[src/rtl/retry_pkg.sv]
// rtl/retry_pkg.sv - shared types and helpers for the retry protocol endpoints
package retry_pkg;

   typedef logic [15:0] retry_cnt_t;

   localparam retry_cnt_t RetryCntMax = 16'hFFFF;

   function automatic int num_ids(input int id_size);
      return 1 << id_size;
   endfunction

endpackage

[src/rtl/retry_inorder_end.sv]
// rtl/retry_inorder_end.sv - retry receiver: bounces failed IDs, releases clean results in ID order
module retry_inorder_end
   import retry_pkg::*;
#(
   parameter type DataType = logic [7:0],
   parameter int  IDSize   = 2
) (
   input  logic              clk_i,
   input  logic              rst_i,
   input  DataType           data_i,
   input  logic [IDSize-1:0] id_i,
   input  logic              needs_retry_i,
   input  logic              valid_i,
   output logic              ready_o,
   output DataType           data_o,
   output logic              valid_o,
   input  logic              ready_i,
   output logic [IDSize-1:0] retry_id_o,
   output logic              retry_valid_o,
   input  logic              retry_ready_i,
   output logic [15:0]       retry_cnt_o
);

   localparam int NumIds = num_ids(IDSize);

   DataType           data_q [NumIds];
   DataType           data_d [NumIds];
   logic [NumIds-1:0] occ_q, occ_d;
   logic [IDSize-1:0] next_id_q, next_id_d;
   logic              retry_pend_q, retry_pend_d;
   logic [IDSize-1:0] retry_id_q, retry_id_d;
   retry_cnt_t        retry_cnt_q, retry_cnt_d;

   logic up_fire;
   logic down_fire;
   logic retry_fire;

   // Upstream readiness looks only at registered occupancy, so a slot being
   // drained this cycle cannot be rewritten until the next one.
   assign ready_o       = !retry_pend_q && !occ_q[id_i];
   assign valid_o       = occ_q[next_id_q];
   assign data_o        = data_q[next_id_q];
   assign retry_valid_o = retry_pend_q;
   assign retry_id_o    = retry_id_q;
   assign retry_cnt_o   = retry_cnt_q;

   assign up_fire    = valid_i && ready_o;
   assign down_fire  = valid_o && ready_i;
   assign retry_fire = retry_pend_q && retry_ready_i;

   always_comb begin
      data_d       = data_q;
      occ_d        = occ_q;
      next_id_d    = next_id_q;
      retry_pend_d = retry_pend_q;
      retry_id_d   = retry_id_q;
      retry_cnt_d  = retry_cnt_q;

      if (down_fire) begin
         occ_d[next_id_q] = 1'b0;
         next_id_d        = next_id_q + 1'b1;
      end

      if (retry_fire) begin
         retry_pend_d = 1'b0;
         if (retry_cnt_q != RetryCntMax) begin
            retry_cnt_d = retry_cnt_q + 16'd1;
         end
      end

      if (up_fire) begin
         if (needs_retry_i) begin
            retry_pend_d = 1'b1;
            retry_id_d   = id_i;
         end else begin
            data_d[id_i] = data_i;
            occ_d[id_i]  = 1'b1;
         end
      end
   end

   always_ff @(posedge clk_i or posedge rst_i) begin
      if (rst_i) begin
         for (int i = 0; i < NumIds; i++) begin
            data_q[i] <= '0;
         end
         occ_q        <= '0;
         next_id_q    <= '0;
         retry_pend_q <= 1'b0;
         retry_id_q   <= '0;
         retry_cnt_q  <= '0;
      end else begin
         data_q       <= data_d;
         occ_q        <= occ_d;
         next_id_q    <= next_id_d;
         retry_pend_q <= retry_pend_d;
         retry_id_q   <= retry_id_d;
         retry_cnt_q  <= retry_cnt_d;
      end
   end

endmodule

[config.mk]
export PLATFORM = sky130hd
export DESIGN_NAME = retry_inorder_end
export DESIGN_NICKNAME = d
export VERILOG_FILES = /design/src/rtl/retry_pkg.sv /design/src/rtl/retry_inorder_end.sv
export SDC_FILE = /design/constraint.sdc
export NUM_CORES = 1
export LEC_CHECK = 0
export BUFFER_PORTS_ARGS = -buffer_cell sky130_fd_sc_hd__buf_2
export CORE_MARGIN = 1
export CORE_UTILIZATION = 50
export CTS_CLUSTER_SIZE = 28
export DETAILED_ROUTE_END_ITERATION = 16
export HOLD_SLACK_MARGIN = 0.1
export PLACE_DENSITY = 0.83
export SYNTH_ARGS = -nofsm -noshare
export SYNTH_HDL_FRONTEND = slang
export SYNTH_SLANG_ARGS = --single-unit
[constraint.sdc]
create_clock -name clk_i -period 1.6 [get_ports clk_i]
set_input_delay 0.08 -clock clk_i [delete_from_list [all_inputs] [get_ports clk_i]]
set_output_delay 0.08 -clock clk_i [all_outputs]
set_load 0.02 [all_outputs]
==> results of run 1 <==
[cells by family (layout without fill, tap and decap cells)]
kind of cell | Yosys count | in the layout | synth area share
buffers and inverters | 12 | 98 | 0.0189
flip-flops | 57 | 57 | 0.526
adder cells (fa/ha/maj) | 5 | 5 | 0.0231
multiplexers | 48 | 48 | 0.246
AO/OA/AOI/OAI | 18 | 18 | 0.0429
AND/OR/NAND/NOR | 51 | 51 | 0.107
XOR/XNOR | 11 | 11 | 0.0355
[worst max-delay path, stage by stage (launching register included)]
cell	delay, ns
dfrtp_2	0.42
nor3b_4	0.18
or4b_4	0.48
buf_6	0.17
mux2_4	0.30
[what timing repair did]
| action | 4_1_cts | 5_1_grt |
|---|---|---|
| hold endpoints to repair | 56 | 0 |
| gates cloned | 0 | 0 |
| setup endpoints to repair | 19 | 23 |
| buffers inserted | 2 | 1 |
| hold buffers | 11 | 0 |
| gates resized for setup | 23 | 9 |
[synthesized netlist by cell type]
library cell and n:
and2_1 2, nor3b_4 1, xor2_1 6, clkbuf_1 3
and4b_1 1, or2_2 2, mux2_4 8, mux2i_1 3
nand4b_1 1, a31oi_1 10, nor3_1 1, nor4_1 2
o21ai_0 1, a21oi_1 2, nand4_1 7, and4_1 1
o22a_1 1, mux4_2 9, or4b_1 1, nand3_1 9
buf_4 1, nor4b_1 1, nand2_1 8, buf_2 2
dfrtp_1 57, nor2_1 10, ha_1 5, xnor2_1 5
mux2_2 28, and3_1 1, nor2b_1 2, a21o_1 1
nand3b_1 1, a211oi_1 2, o21a_1 1, inv_1 6
[cell type report]
cell class                      count  area (um^2)
Fill cell                         331         1560
Sequential cell                    57         1440
Multi-Input combinational cell    133         1290
Timing Repair Buffer               76          567
Clock buffer                       10          128
Tap cell                           70         87.6
Clock inverter                      6         82.6
Inverter                            6         22.5
[state kept, by name, summed over array words and instances (netlist names)]
register       count
data_q            32
retry_id_o         2
occ_q              4
retry_cnt_o       16
retry_valid_o      1
next_id_q          2
[power by group through the flow]
stage               Combinational [mW]  Sequential (mW)  Clock (mW)
floorplan                         1.71             2.43           0
global placement                  2.37             2.38           0
detailed placement                2.43             2.42           0
CTS                               2.80             2.41        1.46
global route                      3.08             2.50        1.52
finish                            2.85             2.44        1.44
[worst max-delay path by stage]
stage                              from          to  slack [ns]
after floorplan           retry_valid_o  data_q[24]       -0.20
after global placement    retry_valid_o  data_q[29]       -0.04
after detailed placement  retry_valid_o  data_q[24]       -0.07
after CTS                  next_id_q[0]   data_o[5]       -0.07
after global routing       next_id_q[0]   data_o[5]       -0.12
final                     retry_valid_o  data_q[29]       -0.05
[cells in the final DEF (no fill, tap or decap), types with 2 or more instances in the layout]
cell           instances
a21oi_1                2
a31oi_1               10
buf_2                 34
buf_4                 18
buf_6                 11
bufinv_16              2
clkbuf_8               9
clkinv_2               3
dfrtp_1               50
dfrtp_2                7
dlygate4sd3_1         11
ha_1                   4
inv_1                  5
mux2_2                28
mux2_4                 8
mux2i_1                3
mux4_2                 9
nand2_1                8
nand3_1                9
nand4_1                7
nor2_1                 8
nor2_2                 2
nor4_2                 2
xnor2_1                5
xor2_1                 6
[routing by layer]
layer | vias up | global-route usage | wire, um
met5 | - | 0 | 0
met4 | 0 | 0.0905 | 90
met3 | 7 | 0.0741 | 251
met2 | 52 | 0.326 | 2740
met1 | 985 | 0.314 | 2720
li1 | 911 | - | -
==> out/results.ini, run 1 <==
[sta]
finalSetupTns_ns=-0.759
holdWs_ns=0.114
layout_min_cycle_time_ns=1.65
worstMarginPinSlew_ns=0.476
max_freq_mhz=604
finClkSkew_ns=0.00779
min_period_over_period=1.03
slew_headroom=0.682
fin_ws_ns=-0.0548
slew_violations=0
finalHoldViolCount=0
setup_viol=18
rsz0062_at_grt=true

[place]
placedCellCount=328
hpwl_mm=3.80
postPlaceCellArea_mm2=0.00316
io_buffers=44
gp_congestion=0.799
dp_slack_ns=-0.0721

[synth]
synthTopCellsByArea=dfrtp_1, mux2_2, mux4_2
postSynthAreaPerCell_um2=13.4
synth.top_cell.area_share=0.526
syn_area_mm2=0.00271
ys_ff_latch=57
seq_area_frac_synth=0.526
yosysWarnings=0
yosysTopAreaCell=dfrtp_1
ys_types=36
netlist_instances=202
synth_nets=223

[clock_tree]
clkLatencyLatePin_ns=0.34
clkSinkCount=57
cts_made_buffers=9
clockRootBuffer=clkbuf_8
clkSlewWorstSetupHoldPaths_ns=0.07
tritoncts=yes
htreeDepth=3
clock_path_buffers=2

[route]
dr.pass1.iters=4
wl_per_cell_um=16.2
drt_iter0_markers=92
via_per_inst=5.46
routed_wl_mm=5.80
ant_nets=0
drc_errors=0
via_count=1955

[global_route]
grt_pass1_vias=1915
gr-total-overflow=0
grt_pass1_wl_mm=9.11
grt_usage=0.225
grt_start_max_net_pins=37
antenna_found_initial=0

[pwr]
p_per_area_mw_per_mm2=1860
intPower_mw=4.51
power_frac_seq=0.362
switching_share=0.329
p_leak_nw=1.69
p_comb_frac=0.424
p_sw_mw=2.22
power.total_mw=6.73
vdd_drop_max_v=0.00119
pwr-share-clk=0.214

[die]
io_pins=45
design.die.area_mm2=0.00572
die_h_um=75.6
coreArea_mm2=0.00517
fp-row-count=26
die-width_um=75.6
start_util=0.524

[setup_path]
critPathRequiredTime_ns=1.82
crit_type=flip-flop to flip-flop
reg2regPathDepth=4
regToRegEndpoint=data_q[29]
worstPathArrival_ns=1.87
crit_fanout=10
end_kind=flip-flop
worst_setup_path_start_kind=flip-flop
rrSetupSlack_ns=-0.05
timing.rr.start=retry_valid_o

[finish]
nNetsFinal=304
finalInstanceArea_mm2=0.00362
syn2layout_area_growth_pct=33.4
diodes=0
final_core_util=0.699
layout-drive-gt1-share=0.507
fin_cells=358

[status]
status=finished, violations left
violations=setup timing

[min_path]
hold_class=primary input to flip-flop
hold_depth=3
hold_start=ready_i
min_to=next_id_q[1]

[run]
max_cap_violations=0

Note: power is estimated with default switching activity, not from simulation.
==> inputs of run 2 (changes only) <==
Settings changed: ABC_AREA set to 1, CORE_UTILIZATION 50 to 51.
==> run 2 against run 1 <==
  * Flip-flop and latch count unchanged
  * Routed wire length up 40%
  * Register-to-register slack better by 0.08 ns
  * The run still ends with setup timing left
  * Total power up 1.9%
  * Maximum frequency up 0.70%
  * Worst hold slack better by 0.019 ns
  * Die area up 10%
  * Cell area up 7.8%
==> out/results.ini, run 2 <==
[status]
status=finished, violations left
violations=setup timing

[pwr]
p_leak_nw=2.02
p_per_area_mw_per_mm2=1760
vdd_drop_max_v=0.000964
power.total_mw=6.85

[clock_tree]
clock_path_buffers=2
clkSinkCount=57
htreeDepth=3
clkLatencyLatePin_ns=0.34
cts_made_buffers=9
clockRootBuffer=clkbuf_8
clkSlewWorstSetupHoldPaths_ns=0.07
tritoncts=yes

[finish]
syn2layout_area_growth_pct=27.9
nFillCells=420
finalInstanceArea_mm2=0.00390
final_cell_mix=nand2_1, dfrtp_1, buf_2, nor2_1, nand4_1
nNetsFinal=487
largest_reg_flops=32
final_common_cell=nand2_1
top_register=data_q
fin_cells=542
diodes=0
layout-drive-gt1-share=0.251

[global_route]
grt_pass1_wl_mm=13.6
antenna_found_initial=0
grt_pass1_vias=2951
grt_usage=0.286
gr-total-overflow=0
grt_start_max_net_pins=33

[route]
routed_wl_mm=8.13
wl_per_cell_um=15.0
ant_nets=0
drt_iter0_markers=313
dr.pass1.iters=6
via_per_inst=5.63
via_count=3050
drc_errors=0

[die]
die-width_um=79.3
io_pins=45
start_util=0.541
die_h_um=79.3
fp-row-count=27
coreArea_mm2=0.00564
design.die.area_mm2=0.00629

[synth]
synth_commonest_cells=nand2_1, dfrtp_1, nor2_1, nand4_1, o21ai_0
syn_area_mm2=0.00305
seq_area_frac_synth=0.468
synthTopCellsByArea=dfrtp_1, nand2_1, nand4_1
synth_edf_count=0
synthFlopType=dfrtp_1
synth_nets=404
netlist_instances=383
ys_types=28
postSynthAreaPerCell_um2=7.96
async_flop_share=1.00
yosysWarnings=0
synth.top_cell.area_share=0.468
ys_ff_latch=57
synth.most_common_cell=nand2_1
yosysTopAreaCell=dfrtp_1

[place]
gp_congestion=0.838
hpwl_mm=5.15
placedCellCount=503
postPlaceCellArea_mm2=0.00342
io_buffers=44

[sta]
setup_viol=1
rsz0062_at_grt=true
slew_headroom=0.728
worstMarginPinSlew_ns=0.407
max_freq_mhz=609
fin_ws_ns=-0.0432
min_period_over_period=1.03
layout_min_cycle_time_ns=1.64
slew_violations=0
finClkSkew_ns=0.00943
finalHoldViolCount=0

[setup_path]
crit_type=flip-flop to output port
end_kind=output port
crit_fanout=8
rrSetupSlack_ns=0.03
cp_slowest_cell=dfrtp_1
critPathRequiredTime_ns=1.52
cp_cell_sequence=inv_4 -> buf_8 -> nor2_1 -> o22ai_1 -> buf_4
worst_setup_path_start_kind=flip-flop
critical-path-max-stage-delay_ns=0.44
worstPathArrival_ns=1.56

[run]
max_cap_violations=0

[min_path]
hold_class=primary input to flip-flop

## run 2: logic make-up (layout without fill, tap and decap cells)
group                      Yosys count  count (layout)  synth area share
AOI/OAI and AO/OA                   32              32            0.0570
xor gates and xnor gates            12              12            0.0345
adders and majority gates            5               5            0.0205
buffers and inverters               34             121            0.0595
DFF                                 57              57             0.468
and+or+nand+nor                    243             243             0.361
## run 2: path summary, 6_finish.rpt
kind | cells past startpoint | start | end
worst max-delay path | 5 | next_id_q[0] | data_o[0]
worst min-delay path | 5 | valid_i | retry_id_o[0]
worst max register to register | 9 | retry_cnt_o[10] | retry_cnt_o[8]
worst min register to register | 2 | data_q[9] | data_q[9]
max in group asynchronous | 4 | rst_i | data_q[30]
min in group asynchronous | 4 | rst_i | retry_valid_o
## run 2: per-stage QoR
stage                     worst slack [ns]  TNS [ns]  hold slack, ns  utilization
after floorplan                   -0.00404  -0.00404           0.161            -
after global placement              0.0740         0           0.179        0.606
after detailed placement            0.0150         0           0.182        0.606
after CTS                          0.00193         0           0.131        0.667
after global routing               -0.0867    -0.270           0.176        0.691
final                              -0.0432   -0.0432           0.133        0.691
## run 2: where the power goes
group          internal, mW  switching (mW)  leakage [nW]  total, mW
logic                  1.25            1.84          1.19       3.09
registers              2.03           0.373         0.728       2.40
clock network         0.791           0.571         0.102       1.36
total                  4.07            2.78          2.02       6.85
## run 2: layout make-up
cell class	instances	area, um^2	area share
multi-input cells	292	1470	0.376
flip-flops and latches	57	1430	0.366
repair buffers	89	648	0.166
clock buffers	12	155	0.0398
well taps	72	90.1	0.0231
inverters	17	72.6	0.0186
clock inverters	3	40.0	0.0103
## run 2: timing repair
action                                  4_1_cts  5_1_grt
endpoints found under the hold margin        94        0
cloned                                        0        1
hold buffers                                 14        0
pin swaps                                     0        4
gates resized for setup                       1       20
buffers inserted                              1        8
endpoints found under the setup margin        3       24
## run 2: critical path, delay by kind of cell (launching register included)
| family | cells | cell delay, ns |
|---|---|---|
| buf+inv | 3 | 0.48 |
| flops | 1 | 0.44 |
| compound gates | 1 | 0.25 |
| simple gates | 1 | 0.05 |
## run 2: per-layer routing
metal	track usage	up-vias	wire (um)
li1	-	1429	-
met1	0.361	1449	3380
met2	0.454	151	3870
met3	0.0724	21	705
met4	0.140	0	168
met5	0	-	0
